### config.mk
export PLATFORM = sky130hd
export DESIGN_NAME = dec_timer_16_flat
export DESIGN_NICKNAME = d
export VERILOG_FILES = /design/src/rtl/dec_timer_16_pkg.sv /design/src/rtl/dec_timer_16_if.sv /design/src/rtl/dec_timer_16_ctrl.sv /design/src/rtl/dec_timer_16.sv /design/src/flat_wrapper.sv
export SDC_FILE = /design/constraint.sdc
export NUM_CORES = 1
export LEC_CHECK = 0
export ABC_AREA = 1
export CORE_AREA = 2 2 79 96
export CTS_CLUSTER_DIAMETER = 30
export CTS_CLUSTER_SIZE = 40
export DETAILED_ROUTE_END_ITERATION = 8
export DIE_AREA = 0 0 81 98
export DONT_BUFFER_PORTS = 1
export PLACE_DENSITY = 0.42
export SLEW_MARGIN = 10
export SYNTH_ARGS = -nofsm -noshare
export SYNTH_HDL_FRONTEND = slang
export SYNTH_HIERARCHICAL = 1
export SYNTH_SLANG_ARGS = --single-unit
### constraint.sdc
create_clock -name clk -period 2.1 [get_ports clk]
set_clock_uncertainty 0.05 [all_clocks]
set_input_delay 0.21 -clock clk [delete_from_list [all_inputs] [get_ports clk]]
set_output_delay 0.21 -clock clk [all_outputs]
set_load 0.01 [all_outputs]
### src/rtl/dec_timer_16_pkg.sv
`default_nettype none
// ============================================================================
// Module      : dec_timer_16_pkg
// Description : Shared constants and state encoding for the dec_timer_16 block.
// Revision    : 1.0 - initial release
// ============================================================================
package dec_timer_16_pkg;

    localparam int c_DEFAULT_WIDTH = 16;

    typedef logic [1:0] state_t;

    localparam state_t c_ST_IDLE  = 2'b00;
    localparam state_t c_ST_RUN   = 2'b01;
    localparam state_t c_ST_PAUSE = 2'b10;

endpackage : dec_timer_16_pkg
`default_nettype wire

### src/rtl/dec_timer_16_if.sv
`default_nettype none
// ============================================================================
// Module      : dec_timer_16_if
// Description : Control/data bundle between the timer and its controller.
// Revision    : 1.0 - initial release
// ============================================================================
interface dec_timer_16_if
    import dec_timer_16_pkg::*;
#(
    parameter int WIDTH = c_DEFAULT_WIDTH
);

    logic             ld;
    logic             start;
    logic             stop;
    logic             auto;
    logic [WIDTH-1:0] D;
    logic [WIDTH-1:0] Q;
    logic             busy;
    logic             tc;

    modport master (
        output ld,
        output start,
        output stop,
        output auto,
        output D,
        input  Q,
        input  busy,
        input  tc
    );

    modport slave (
        input  ld,
        input  start,
        input  stop,
        input  auto,
        input  D,
        output Q,
        output busy,
        output tc
    );

endinterface : dec_timer_16_if
`default_nettype wire

### src/rtl/dec_timer_16_ctrl.sv
`default_nettype none
// ============================================================================
// Module      : dec_timer_16_ctrl
// Description : IDLE/RUN/PAUSE sequencer with expiry detection; emits the
//               datapath controls for decrement, reload, clear and tc.
// Revision    : 1.0 - initial release
// ============================================================================
module dec_timer_16_ctrl
    import dec_timer_16_pkg::*;
(
    input  wire logic clk,
    input  wire logic reset,
    input  wire logic i_ld,
    input  wire logic i_start,
    input  wire logic i_stop,
    input  wire logic i_auto,
    input  wire logic i_d_zero,
    input  wire logic i_q_zero,
    input  wire logic i_q_one,
    output logic      o_busy,
    output logic      o_dec,
    output logic      o_reload,
    output logic      o_clear,
    output logic      o_tc_set
);

    state_t r_state;
    state_t w_next;
    logic   w_run;
    logic   w_expire;
    logic   w_eff_nz;

    assign w_run    = (r_state == c_ST_RUN);
    // A load or a stop on the Q==1 cycle pre-empts expiry.
    assign w_expire = w_run & ~i_stop & ~i_ld & i_q_one;
    assign w_eff_nz = i_ld ? ~i_d_zero : ~i_q_zero;

    always_ff @(posedge clk or posedge reset) begin
        if (reset) begin
            r_state <= c_ST_IDLE;
        end else begin
            r_state <= w_next;
        end
    end

    always_comb begin
        w_next = r_state;
        case (r_state)
            c_ST_IDLE, c_ST_PAUSE: begin
                if (!i_stop && i_start && w_eff_nz) begin
                    w_next = c_ST_RUN;
                end
            end
            c_ST_RUN: begin
                if (i_stop) begin
                    w_next = c_ST_PAUSE;
                end else if (i_ld && i_d_zero) begin
                    w_next = c_ST_IDLE;
                end else if (w_expire && !i_auto) begin
                    w_next = c_ST_IDLE;
                end
            end
            default: w_next = c_ST_IDLE;
        endcase
    end

    always_comb begin
        o_busy   = w_run;
        o_dec    = w_run & ~i_stop & ~i_ld & ~i_q_zero & ~i_q_one;
        o_reload = w_expire & i_auto;
        o_clear  = w_expire & ~i_auto;
        o_tc_set = w_expire;
    end

endmodule : dec_timer_16_ctrl
`default_nettype wire

### src/rtl/dec_timer_16.sv
`default_nettype none
// ============================================================================
// Module      : dec_timer_16
// Description : Loadable down-counting interval timer with terminal-count
//               pulse and optional auto-reload.
// Revision    : 1.0 - initial release
// ============================================================================
module dec_timer_16
    import dec_timer_16_pkg::*;
#(
    parameter int WIDTH = c_DEFAULT_WIDTH
)(
    input  wire logic     clk,
    input  wire logic     reset,
    dec_timer_16_if.slave bus
);

    localparam logic [WIDTH-1:0] c_ONE = {{(WIDTH-1){1'b0}}, 1'b1};

    logic [WIDTH-1:0] r_q;
    logic [WIDTH-1:0] r_r;
    logic             r_tc;

    logic w_busy;
    logic w_dec;
    logic w_reload;
    logic w_clear;
    logic w_tc_set;
    logic w_d_zero;
    logic w_q_zero;
    logic w_q_one;

    assign w_d_zero = (bus.D == '0);
    assign w_q_zero = (r_q == '0);
    assign w_q_one  = (r_q == c_ONE);

    dec_timer_16_ctrl u_ctrl (
        .clk      (clk),
        .reset    (reset),
        .i_ld     (bus.ld),
        .i_start  (bus.start),
        .i_stop   (bus.stop),
        .i_auto   (bus.auto),
        .i_d_zero (w_d_zero),
        .i_q_zero (w_q_zero),
        .i_q_one  (w_q_one),
        .o_busy   (w_busy),
        .o_dec    (w_dec),
        .o_reload (w_reload),
        .o_clear  (w_clear),
        .o_tc_set (w_tc_set)
    );

    // Load has priority over any counting action in the same cycle.
    always_ff @(posedge clk or posedge reset) begin
        if (reset) begin
            r_q <= '0;
        end else if (bus.ld) begin
            r_q <= bus.D;
        end else if (w_dec) begin
            r_q <= r_q - c_ONE;
        end else if (w_reload) begin
            r_q <= r_r;
        end else if (w_clear) begin
            r_q <= '0;
        end
    end

    always_ff @(posedge clk or posedge reset) begin
        if (reset) begin
            r_r <= '0;
        end else if (bus.ld) begin
            r_r <= bus.D;
        end
    end

    always_ff @(posedge clk or posedge reset) begin
        if (reset) begin
            r_tc <= 1'b0;
        end else begin
            r_tc <= w_tc_set;
        end
    end

    assign bus.Q    = r_q;
    assign bus.busy = w_busy;
    assign bus.tc   = r_tc;

endmodule : dec_timer_16
`default_nettype wire

### src/flat_wrapper.sv
// flat-port wrapper written by rule: the top's interface ports become plain ports
module dec_timer_16_flat import dec_timer_16_pkg::*;
#(
    parameter int WIDTH = c_DEFAULT_WIDTH
)
  (clk, reset, bus_ld, bus_start, bus_stop, bus_auto, bus_D, bus_Q, bus_busy, bus_tc);
  dec_timer_16_if #(.WIDTH(WIDTH)) bus_i ();
  input  wire logic clk;
  input  wire logic reset;
  input wire logic [$bits(bus_i.ld)-1:0] bus_ld;
  input wire logic [$bits(bus_i.start)-1:0] bus_start;
  input wire logic [$bits(bus_i.stop)-1:0] bus_stop;
  input wire logic [$bits(bus_i.auto)-1:0] bus_auto;
  input wire logic [$bits(bus_i.D)-1:0] bus_D;
  output wire logic [$bits(bus_i.Q)-1:0] bus_Q;
  output wire logic [$bits(bus_i.busy)-1:0] bus_busy;
  output wire logic [$bits(bus_i.tc)-1:0] bus_tc;
  assign bus_i.ld = bus_ld;
  assign bus_i.start = bus_start;
  assign bus_i.stop = bus_stop;
  assign bus_i.auto = bus_auto;
  assign bus_i.D = bus_D;
  assign bus_Q = bus_i.Q;
  assign bus_busy = bus_i.busy;
  assign bus_tc = bus_i.tc;
  dec_timer_16 #(.WIDTH(WIDTH)) u_core (.clk(clk), .reset(reset), .bus(bus_i));
endmodule
# --- Word level (Yosys, flattened, before mapping) ---
# Cells that the tools add are included.
totals:
  ff_bits: 35
  input_bits: 22
  out_inout_bits: 18
  wordCells: 45
classes:
  addsub: 1
  n_eq_ne: 5
  mux: 10
  n_bitwise: 13
  reduce_logical: 12
op_table:
  columns: ["op", "n"]
  rows:
  - ["16-bit 2-to-1 mux", 4]
  - ["16-bit logical NOT", 2]
  - ["16-bit by 1-bit == test with 1-bit output, second input constant", 1]
  - ["16-bit by 1-bit subtractor with 16-bit output, second input constant", 1]
  - ["2-bit 2-to-1 mux", 4]
  - ["1-bit AND", 7]
  - ["1-bit inverter", 6]
  - ["1-bit logical AND", 4]
  - ["4-bit by 2-bit != test with 1-bit output, second input constant", 1]
  - ["2-bit one-hot mux with 2 select lines", 1]
  - ["4-bit nonzero test", 1]
  - ["2-bit by 1-bit == test with 1-bit output, second input constant", 1]
  - ["2-bit == test, second input constant", 1]
  - ["1-bit logical NOT", 2]
  - ["2-bit logical NOT", 1]
  - ["2-bit != test, second input constant", 1]
  - ["2-bit AND reduction", 1]
  - ["2-bit OR reduction", 1]
  - ["1-bit 2-to-1 mux", 1]

# --- Logic depth before layout (Yosys ltp) ---
# Gate-level depths: netlist of the first run.
depth:
  depth_word: 9
  depth_mapped: 14

# --- Cells and area by module ---
# Netlist of the first run, hierarchy kept.
by_module_without_submodules:
  columns: ["module", "n_inst", "cells_each", "area_each_um2", "seq_area_each_um2"]
  rows:
  - ["dec_timer_16", 1, 247, 1855.5, 825.8]
  - ["dec_timer_16_ctrl", 1, 29, 185.2, 50.0]

# --- Worst setup path before layout of the first run ---
# Ideal clock, no wire load.
synth_path:
  path_kind: "flip-flop to flip-flop"
  startpoint: "register u_core.r_q[4] (netlist: u_core/bus.Q[4])"
  endpoint: "register u_core.r_q[7] (netlist: u_core/bus.Q[7])"
  setup_ns: 0.137
  t_arrival_ns: 2.011
  path_slack_ns: -0.099
  stages_incl_launch_ff: 12
  path_buffers: 1
  period_less_slack_ns: 2.199
  path_cell_list: "dfrtp_1 > nor2_1 > nand2_1 > nor4_1 > nand3_1 > nor2_1 > nor2_1 > nand3_2 > buf_2 > o21ai_0 > nand2_1 > o2111ai_1"
synth_via:
  elab_chain_len: 6
  word_cells_on_any_way: 14
synth_lines:
  columns: ["item", "line_no", "text"]
  rows:
  - ["start: declaration", "dec_timer_16.sv:20", "logic [WIDTH-1:0] r_q;"]
  - ["start signal: assignment", "dec_timer_16.sv:59", "r_q <= bus.D;"]
  - ["start signal: assignment", "dec_timer_16.sv:61", "r_q <= r_q - c_ONE;"]
  - ["start signal: assignment", "dec_timer_16.sv:63", "r_q <= r_r;"]
  - ["16-bit by 1-bit == test with 1-bit output (*)", "dec_timer_16.sv:35", "assign w_q_one = (r_q == c_ONE);"]
  - ["via u_core.w_q_one", "dec_timer_16.sv:31", "logic w_q_one;"]
  - ["1-bit AND (*)", "dec_timer_16_ctrl.sv:35", "assign w_expire = w_run & ~i_stop & ~i_ld & i_q_one;"]
  - ["1-bit AND (*)", "dec_timer_16_ctrl.sv:70", "o_reload = w_expire & i_auto;"]
  - ["via u_core.w_reload", "dec_timer_16.sv:26", "logic w_reload;"]
  - ["16-bit 2-to-1 mux", "dec_timer_16.sv:62", "end else if (w_reload) begin"]
  - ["16-bit 2-to-1 mux", "dec_timer_16.sv:60", "end else if (w_dec) begin"]
  - ["16-bit 2-to-1 mux", "dec_timer_16.sv:58", "end else if (bus.ld) begin"]
# Mark *: on every way through the listed nets, which the timed path passes. The rest lies on a longest branch.
# A chain may end at the register's enable or synchronous reset.

# --- Worst setup path after layout of the first run ---
layout_path:
  startpoint: "register u_core.r_q[0] (netlist: u_core/bus.Q[0])"
  endpoint: "register u_core.r_q[7] (netlist: u_core/bus.Q[7])"
layout_via:
  word_cells_on_any_way: 14
layout_rtl:
  columns: ["item", "line_no", "text"]
  rows:
  - ["16-bit by 1-bit == test with 1-bit output", "dec_timer_16.sv:35", null]
  - ["via u_core.w_q_one", "dec_timer_16.sv:31", null]
  - ["1-bit AND", "dec_timer_16_ctrl.sv:35", null]
  - ["1-bit AND", "dec_timer_16_ctrl.sv:71", "o_clear = w_expire & ~i_auto;"]
  - ["via u_core.w_clear", "dec_timer_16.sv:27", "logic w_clear;"]
  - ["4-bit nonzero test (no source line)", null, null]
# The timed path passes the listed nets, and every way through them passes these cells.

==> results_dict.tcl, run 1 <==
set metrics [dict create \
    violations "negative setup slack" \
    cts_root_buf "clkbuf_8" \
    power.density_nw_per_um2 622 \
    io_pins 40 \
    synthDistinctLibCells 34 \
    cts_made_buffers 5 \
    yosys_warnings 6 \
    yosysTopAreaCellShare_pct 42.9 \
    maxSlewViolCount 0 \
    grt_pass1_wl_mm 9.98 \
    worst_pin_slew_ns 0.441 \
    clk_pin_slew_ns 0.08 \
    syn_area_per_cell_sq_um 7.39 \
    fmax_mhz 474 \
    viasPerCell 4.74 \
    nets 361 \
    rsz0062_at_grt "true" \
    syn_inst 276 \
    worstPathArrival_ns 2.21 \
    crit_type "flip-flop to flip-flop" \
    syn_nets 300 \
    grt_overflow 0 \
    crit_top_cell "buf_4" \
    clkSinkCount 35 \
    core_area_sq_um 7060 \
    diodes 0 \
    startpoint_type "flip-flop" \
    p_leak_uw 0.00141 \
    gr-usage-all-layers_pct 16.6 \
    synth_area_leaders "dfrtp_1 43%, nand2_1 15%, inv_1 5.3%, nor2_1 5.3%, nand3_1 3.4%" \
    vdd_drop_max_v 0.000256 \
    drive_above_1_share_pct 34.3 \
    worstPathCellList "buf_4 > ha_4 > nand2_4 > nor4_4 > buf_4 > nand4_4 > inv_2 > nor2_2 > nand3_4 > buf_6 > o21ai_2 > nand2_1 > o2111ai_2" \
    synth_edf_count 0 \
    final_area_sq_um 2900 \
    routed_wl_mm 6.38 \
    dieWidth_um 81 \
    async_reset_ff_share_pct 100 \
    synth_area_leader_cell "dfrtp_1" \
    routedWlPerCell_um 14.9 \
    path_buf_inv 4 \
    slew_headroom_pct 70.6 \
    endpoint_kind "flip-flop" \
    hold_viol_final 0 \
    vias 2027 \
    synth_seq_area_share_pct 42.9 \
    maxCapViolations 0 \
    drtIter0Drc 91 \
    fin_setup_tns_ns -0.0206 \
    gp_congestion 0.841 \
    dp_hpwl_mm 4.83 \
    drtPass1Iterations 4 \
    grt_pass1_vias 1995 \
    synth_area_sq_um 2040 \
    setup_slack_ns -0.00880 \
    crit_slowest_cell "dfrtp_1" \
    ys_top_cells_by_count "82 x nand2_1, 35 x dfrtp_1, 29 x inv_1, 29 x nor2_1" \
    area_delta_synth_final_pct 41.9 \
    die_h_um 98 \
    cp.required_ns 2.20 \
    std_cell_rows 34 \
    grt_max_degree 34 \
    crit_fanout 5 \
    htreeDepth 2 \
    hold_path.class "primary input to flip-flop" \
    ant_nets 0 \
    fill_cells 778 \
    ys_ff_latch 35 \
    setup_viol 3 \
    port_buffers 0 \
    cts_tree "yes" \
    cpLargestDelayFamily "simple AND/OR/NAND/NOR gates" \
    period_needed_ns 2.11 \
    postPlaceCellArea_sq_um 2510 \
    max_stage_delay_ns 0.37 \
    drcViolationCount 0 \
    yosys_most_used_dff "dfrtp_1" \
    utilization_pct 41.0 \
    antenna_found_initial 0 \
    clockBufferDepth 2 \
    clock_latency_ns 0.29 \
    yosysMostFrequentCell "nand2_1" \
    layout_worst_path_cycle_share_pct 100 \
    status "finished with violations" \
    start_util_pct 28.9 \
    fp.dieArea_sq_um 7940 \
]
[sequential cells by signal, summed over array words and instances, names as in the netlist]
register and cells:
u_core/r_r 16, u_core/u_ctrl/r_state 2, u_core/bus.tc 1, u_core/bus.Q 16
[area by class of cell]
type | instances | area (sq um) | share of cell area, %
multi-input combinational | 202 | 1200 | 41.6
clock buffer | 5 | 68.8 | 2.38
clock inverter | 3 | 15.0 | 0.519
timing repair buffer | 60 | 490 | 16.9
inverter | 33 | 129 | 4.45
tap | 90 | 113 | 3.89
sequential | 35 | 876 | 30.3
[metrics by stage]
stage | total power (uW) | std cells | worst slack (ns) | hold slack (ns)
6_report | 1800 | 428 | -0.00880 | 0.0223
5_1_grt | 1930 | 428 | -0.133 | 0.0151
4_1_cts | 1770 | 426 | -0.0695 | 0.0101
3_5_place_dp | 1250 | 409 | -0.144 | -0.0926
3_3_place_gp | 1250 | 409 | -0.123 | -0.0937
2_1_floorplan | 1060 | 276 | 0.0125 | -0.0988
[placed cells by master (no fill, tap or decap), types with 2 or more instances in the layout]
cell type	n
nand2_1	76
a21oi_2	3
nor2_2	6
inv_2	4
nor4_1	4
nand2_2	9
buf_4	47
clkinv_2	3
nand2_4	4
inv_1	27
o21ai_0	6
nor2_4	9
a22oi_1	2
buf_6	6
nor2_1	20
nand3_1	11
nor3_1	3
a21oi_1	8
o21ai_2	4
dlygate4sd3_1	7
o2111ai_2	2
inv_4	2
clkbuf_8	5
dfrtp_1	35
nand3_2	3
nand4_1	3
o21ai_1	9
nand3b_1	2
[layer usage]
layer  GRT usage [%]  part of all wire, %  vias to the layer above
met3            3.79                  4.5                        7
met4            4.30                  1.1                        0
li1                -                    -                     1024
met2            27.9                   51                       45
met1            21.3                   44                      951
met5               0                    0                        -
[worst register-to-register path, cell delays in order, from the launching register on]
cell,delay (ns)
dfrtp_1,0.37
buf_4,0.13
ha_4,0.13
nand2_4,0.05
nor4_4,0.31
buf_4,0.19
nand4_4,0.11
inv_2,0.07
nor2_2,0.05
nand3_4,0.10
buf_6,0.13
o21ai_2,0.05
nand2_1,0.11
o2111ai_2,0.12
[cells by family after synthesis]
kind of cell | after synthesis | share of synthesized area [%]
compound gates | 44 | 13.2
fa+ha+maj | 2 | 1.23
buf+inv | 40 | 8.03
flops | 35 | 42.9
simple gates | 155 | 34.6
[worst paths after layout]
check / from / end / cells past startpoint / slack, ns
worst max-delay path: u_core/bus.Q[0] / u_core/bus.Q[7] / 13 / -0.009
worst min-delay path: bus_D[14] / u_core/r_r[14] / 2 / 0.02
worst max register to register: u_core/bus.Q[0] / u_core/bus.Q[7] / 13 / -0.009
worst min register to register: u_core/r_r[14] / u_core/r_r[14] / 2 / 0.42
max in group asynchronous: reset / u_core/r_r[3] / 3 / 1.25
min in group asynchronous: reset / u_core/u_ctrl/r_state[1] / 2 / 0.19
[where the power goes]
| group | leakage, uW | internal [uW] | switching, uW | total, uW |
|---|---|---|---|---|
| logic | 0.000931 | 228 | 313 | 542 |
| registers | 0.000429 | 745 | 36.3 | 781 |
| clock network | 0.0000477 | 227 | 252 | 479 |
[repair_timing]
item | in CTS | in global routing
setup buffers | 1 | 2
setup endpoints to repair | 15 | 16
pin swaps | 10 | 11
hold buffers | 7 | 0
gates resized for setup | 11 | 52
cloned | 1 | 0
hold endpoints to repair | 41 | 0
No activity file was read; power rests on OpenSTA's default activity.
==> run 2: changes to the inputs <==
--- a/config.mk
+++ b/config.mk
@@ -6,13 +6,15 @@
 export NUM_CORES = 1
 export LEC_CHECK = 0
 export ABC_AREA = 1
+export CELL_PAD_IN_SITES_DETAIL_PLACEMENT = 1
+export CELL_PAD_IN_SITES_GLOBAL_PLACEMENT = 1
 export CORE_AREA = 2 2 79 96
 export CTS_CLUSTER_DIAMETER = 30
 export CTS_CLUSTER_SIZE = 40
 export DETAILED_ROUTE_END_ITERATION = 8
 export DIE_AREA = 0 0 81 98
 export DONT_BUFFER_PORTS = 1
-export PLACE_DENSITY = 0.42
+export PLACE_DENSITY = 0.55
 export SLEW_MARGIN = 10
 export SYNTH_ARGS = -nofsm -noshare
 export SYNTH_HDL_FRONTEND = slang
==> run 2 against run 1 <==
Non-clock buffer count increased by 10. The run still ends with negative setup slack left. Core utilization increased by 2.3 points. Critical path depth decreased by 2. Setup slack got worse by 0.073 ns. Via count increased by 3.2%. Final cell count increased by 2.1%. Count of clock-buffer cells in the layout unchanged. Clock power increased by 1%. Combinational power increased by 8.7%. First-iteration DRC count decreased by 42%. Global-route usage increased by 2.1 points. Critical endpoint is now u_core/bus.Q[4].
==> results_dict.tcl, run 2 (synthesis gave the netlist of run 1 again) <==
set metrics [dict create \
    seqCellArea_sq_um 876 \
    antenna_found_initial 0 \
    cpLargestDelayFamily "simple AND/OR/NAND/NOR gates" \
    drtIter0Drc 53 \
    fmax_mhz 458 \
    routedWlPerCell_um 16.3 \
    ant_nets 0 \
    startpoint_type "flip-flop" \
    dp_hpwl_mm 5.27 \
    final_common_cell "nand2_1" \
    fin_setup_tns_ns -0.588 \
    gr-usage-all-layers_pct 18.7 \
    crit_slowest_cell "dfrtp_1" \
    crit_fanout 5 \
    grt_pass1_vias 2215 \
    p_leak_uw 0.00147 \
    vdd_drop_max_v 0.000284 \
    gp_congestion 0.772 \
    std_cell_rows 34 \
    clock_latency_ns 0.29 \
    maxCapViolations 0 \
    htreeDepth 2 \
    diodes 0 \
    cts_made_buffers 5 \
    viasPerCell 4.78 \
    area_delta_synth_final_pct 50.0 \
    port_buffers 0 \
    clockBufferDepth 2 \
    clkSinkCount 35 \
    io_pins 40 \
    crit_top_cell "nor2_2" \
    cp.required_ns 2.23 \
    power.density_nw_per_um2 607 \
    routed_wl_mm 7.14 \
    vias 2091 \
    drtPass1Iterations 4 \
    status "finished with violations" \
    drcViolationCount 0 \
    setup_viol 15 \
    grt_max_degree 34 \
    worstPathCellList "nor2_2 > nand3_2 > nor4_4 > buf_4 > nand4_4 > inv_2 > nor2_2 > nand3_4 > buf_6 > o21ai_4 > a211o_1" \
    cts_root_buf "clkbuf_8" \
    die_h_um 98 \
    layout_worst_path_cycle_share_pct 104 \
    fill_cells 882 \
    violations "negative setup slack" \
    layout_common_cells "73 x nand2_1, 53 x buf_4, 35 x dfrtp_1" \
    worstPathArrival_ns 2.31 \
    grt_pass1_wl_mm 11.2 \
    setup_slack_ns -0.0823 \
    hold_viol_final 0 \
    path_buf_inv 3 \
    finalPower_uw 1860 \
    max_stage_delay_ns 0.40 \
    multi_input_comb_area_sq_um 1270 \
    rsz0062_at_grt "true" \
    core_area_sq_um 7060 \
    endpoint_kind "flip-flop" \
    drive_above_1_share_pct 40.6 \
    crit_type "flip-flop to flip-flop" \
    worst_pin_slew_ns 0.462 \
    cts_tree "yes" \
    dieWidth_um 81 \
    nets 370 \
    grt_overflow 0 \
    slew_headroom_pct 69.2 \
    hold_path.class "primary input to flip-flop" \
    maxSlewViolCount 0 \
    period_needed_ns 2.18 \
    start_util_pct 28.9 \
    fp.dieArea_sq_um 7940 \
    clk_pin_slew_ns 0.08 \
]
## run 2: metal layers
| metal | GRT usage, % | part of all wire, % | up-vias |
|---|---|---|---|
| met3 | 4.16 | 4.3 | 7 |
| li1 | - | - | 1040 |
| met5 | 0 | 0 | - |
| met1 | 24.3 | 44 | 1009 |
| met4 | 5.22 | 1.2 | 0 |
| met2 | 31.0 | 50 | 35 |
## run 2: through the flow
step,cell area [sq um],hold slack (ns),cells,worst slack (ns),utilization [%]
after floorplan,2060,-0.0988,276,0.0125,-
after detailed placement,2520,-0.0932,411,-0.141,35.7
final,3060,0.0123,437,-0.0823,43.3
after global routing,3060,0.00965,437,-0.194,43.3
after global placement,2520,-0.0929,411,-0.129,35.7
after CTS,2820,0.00402,435,-0.0156,40.0
## run 2: final cells by class
cell class | instances | area share, %
inverter | 33 | 4.29
tap | 90 | 3.68
clock inverter | 3 | 0.491
sequential | 35 | 28.6
multi-input combinational | 201 | 41.7
clock buffer | 5 | 2.25
timing repair buffer | 70 | 19.0
## run 2: path summary, 6_finish.rpt
path	from	to	slack [ns]	depth (start not counted)
worst max-delay path	u_core/bus.Q[14]	u_core/bus.Q[4]	-0.08	11
worst min-delay path	bus_D[13]	u_core/r_r[13]	0.01	2
worst max register to register	u_core/bus.Q[14]	u_core/bus.Q[4]	-0.08	11
worst min register to register	u_core/r_r[15]	u_core/r_r[15]	0.41	2
max in group asynchronous	reset	u_core/bus.Q[2]	1.24	3
min in group asynchronous	reset	u_core/u_ctrl/r_state[1]	0.18	2
## run 2: worst register-to-register path, stage by stage (launching register included)
cell	delay, ns
dfrtp_1	0.40
nor2_2	0.14
nand3_2	0.13
nor4_4	0.38
buf_4	0.21
nand4_4	0.08
inv_2	0.07
nor2_2	0.04
nand3_4	0.10
buf_6	0.15
o21ai_4	0.07
a211o_1	0.25
## run 2: where the power goes
part / switching (uW) / total, uW / internal, uW
Clock: 256 / 484 / 227
Combinational: 341 / 589 / 248
Sequential: 39.2 / 784 / 745
## run 2: timing repair
action | in CTS | in global routing
gates resized for setup | 24 | 59
buffers inserted | 10 | 3
hold buffers | 6 | 0
pin swaps | 8 | 23
endpoints found under the hold margin | 41 | 0
setup endpoints to repair | 16 | 17
==> run 3: changes to the inputs <==
--- a/config.mk
+++ b/config.mk
@@ -8,11 +8,11 @@
 export ABC_AREA = 1
 export CELL_PAD_IN_SITES_DETAIL_PLACEMENT = 1
 export CELL_PAD_IN_SITES_GLOBAL_PLACEMENT = 1
-export CORE_AREA = 2 2 79 96
+export CORE_AREA = 2 2 86 88
 export CTS_CLUSTER_DIAMETER = 30
 export CTS_CLUSTER_SIZE = 40
 export DETAILED_ROUTE_END_ITERATION = 8
-export DIE_AREA = 0 0 81 98
+export DIE_AREA = 0 0 88 90
 export DONT_BUFFER_PORTS = 1
 export PLACE_DENSITY = 0.55
 export SLEW_MARGIN = 10
==> constraint.sdc (replaced) <==
create_clock -name clk -period 2.1 [get_ports clk]
set_clock_uncertainty 0.05 [all_clocks]
set_input_delay 0.21 -clock clk [delete_from_list [all_inputs] [get_ports clk]]
set_output_delay 0.21 -clock clk [all_outputs]
set_load 0.02 [all_outputs]
==> run 3 against run 2 <==
The flow still finishes with violations (negative setup slack). Global-route usage up 0.72 points. Critical endpoint is now u_core/bus.Q[9]. Via count up 3.0%. First-iteration DRC count up 36%. Hold slack better by 0.0067 ns.
==> results_dict.tcl, run 3 (synthesis gave the netlist of run 1 again) <==
set metrics [dict create \
    status "finished with violations" \
    violations "negative setup slack" \
    routedWlPerCell_um 16.1 \
    vdd_drop_max_v 0.000265 \
    place_inst 424 \
    power.density_nw_per_um2 675 \
    fin_setup_tns_ns -0.547 \
    fill_cells 848 \
    die_h_um 90 \
    power.share.sequential_pct 36.6 \
    cts_tree "yes" \
    std_cell_rows 31 \
    hold_viol_final 0 \
    clk_pin_slew_ns 0.08 \
    final_common_cell "nand2_1" \
    dieWidth_um 88 \
    routed_wl_mm 7.31 \
    final_cell_count_no_fill 454 \
    pwr-share-clk_pct 35.1 \
    setup_slack_ns -0.108 \
    cts_root_buf "clkbuf_8" \
    clkSinkCount 35 \
    worstPathArrival_ns 2.35 \
    ant_nets 0 \
    reg2reg_depth 13 \
    dp_hpwl_mm 5.20 \
    clockBufferDepth 2 \
    worst_pin_slew_ns 0.469 \
    antenna_found_initial 0 \
    cts_made_buffers 5 \
    layout_worst_path_cycle_share_pct 105 \
    reg2reg_from "u_core/bus.Q[0]" \
    slew_headroom_pct 68.8 \
    viasPerCell 4.74 \
    htreeDepth 2 \
    setup_viol 12 \
    switching_share_pct 31.8 \
    crit_type "flip-flop to flip-flop" \
    startpoint_type "flip-flop" \
    drive_above_1_share_pct 40.0 \
    gp_congestion 0.797 \
    fp.dieArea_sq_um 7920 \
    start_util_pct 29.1 \
    area_delta_synth_final_pct 55.6 \
    drcViolationCount 0 \
    cp.required_ns 2.24 \
    pwr-share-comb_pct 28.2 \
    fmax_mhz 453 \
    maxSlewViolCount 0 \
    layout_common_cells "80 x nand2_1, 64 x buf_4, 32 x dfrtp_1" \
    p_switching_uw 681 \
    drtPass1Iterations 4 \
    clock_latency_ns 0.29 \
    vias 2153 \
    gr-usage-all-layers_pct 19.4 \
    p_leak_uw 0.00151 \
    nets 378 \
    holdPathEnd "u_core/r_r[3]" \
    finalPower_uw 2140 \
    rsz0062_at_grt "true" \
    maxCapViolations 0 \
    hold_depth 2 \
    io_pins 40 \
    grt_pass1_wl_mm 11.8 \
    hold_path.class "primary input to flip-flop" \
    port_buffers 0 \
    r2r-end "u_core/bus.Q[9]" \
    drtIter0Drc 72 \
    r2r_slack_ns -0.11 \
    grt_pass1_vias 2317 \
    p_int_uw 1460 \
    endpoint_kind "flip-flop" \
    crit_fanout 7 \
    hp-start "bus_D[3]" \
    diodes 0 \
    grt_max_degree 34 \
    period_needed_ns 2.21 \
    grt_overflow 0 \
    core_area_sq_um 7020 \
]
## run 3: changes by cell type in the layout (fill, tap and decap cells not counted), sizes merged
cell	before	now
bufinv	0	2
clkinvlp	0	1
nand2	88	89
clkinv	3	1
buf	64	71
inv	33	32
## run 3: worst max-delay path by stage
stage / startpoint / end / cells after the start
after floorplan: u_core/bus.Q[14] / u_core/bus.Q[7] / 11
after global placement: u_core/bus.Q[4] / u_core/bus.Q[15] / 12
after detailed placement: u_core/bus.Q[4] / u_core/bus.Q[4] / 9
after CTS: u_core/bus.Q[0] / u_core/bus.Q[4] / 12
after global routing: u_core/bus.Q[13] / u_core/bus.Q[2] / 12
final: u_core/bus.Q[0] / u_core/bus.Q[9] / 13
## run 3: cell type report
| cell class | count | area (sq um) | area share, % |
|---|---|---|---|
| repair buffers | 77 | 646 | 20.3 |
| inverters | 33 | 128 | 4.02 |
| flip-flops and latches | 35 | 880 | 27.7 |
| clock inverters | 3 | 67.6 | 2.13 |
| clock buffers | 5 | 68.8 | 2.17 |
| multi-input cells | 202 | 1260 | 39.8 |
| well taps | 99 | 124 | 3.90 |
## run 3: per-layer routing
layer  GRT usage [%]  vias up  part of all wire, %
met2            31.5       40                   49
li1                -     1062                    -
met5               0        -                    0
met3            3.58        5                  3.9
met4            3.85        0                 0.81
met1            26.9     1046                   47
## run 3: critical path, cell delays in order (launching register included)
cell and delay (ns):
dfrtp_2 0.44, buf_6 0.13, ha_4 0.15, nand2_4 0.06, nor4_4 0.06, buf_4 0.14
nor3_2 0.24, inv_2 0.11, buf_12 0.15, nand2_8 0.09, nor3_2 0.05, a21oi_2 0.14
o21ai_1 0.12, a21o_1 0.16
## run 3: per-stage QoR
step           instance area (sq um)  utilization, %  setup slack [ns]  hold WS (ns)
4_1_cts                         3100            44.2           -0.0671        0.0102
5_1_grt                         3180            45.2            -0.186        0.0242
3_5_place_dp                    2580            36.8            -0.340       -0.0909
2_1_floorplan                   2060               -           -0.0122       -0.0988
6_report                        3180            45.2            -0.108        0.0190
3_3_place_gp                    2580            36.8            -0.172       -0.0926
## run 3: timing repair
item                       CTS  global route
cloned                       1             0
gates resized for setup     53            13
setup endpoints to repair   16            18
pin swaps                    8             4
hold endpoints to repair    41             0
buffers inserted            12             3
hold buffers                 6             0
## run 3: power groups by stage
stage,Clock (uW),Combinational [uW],Sequential (uW)
finish,753,605,784
global route,791,669,793
CTS,763,585,785
detailed placement,0,506,796
global placement,0,500,791
floorplan,0,242,853
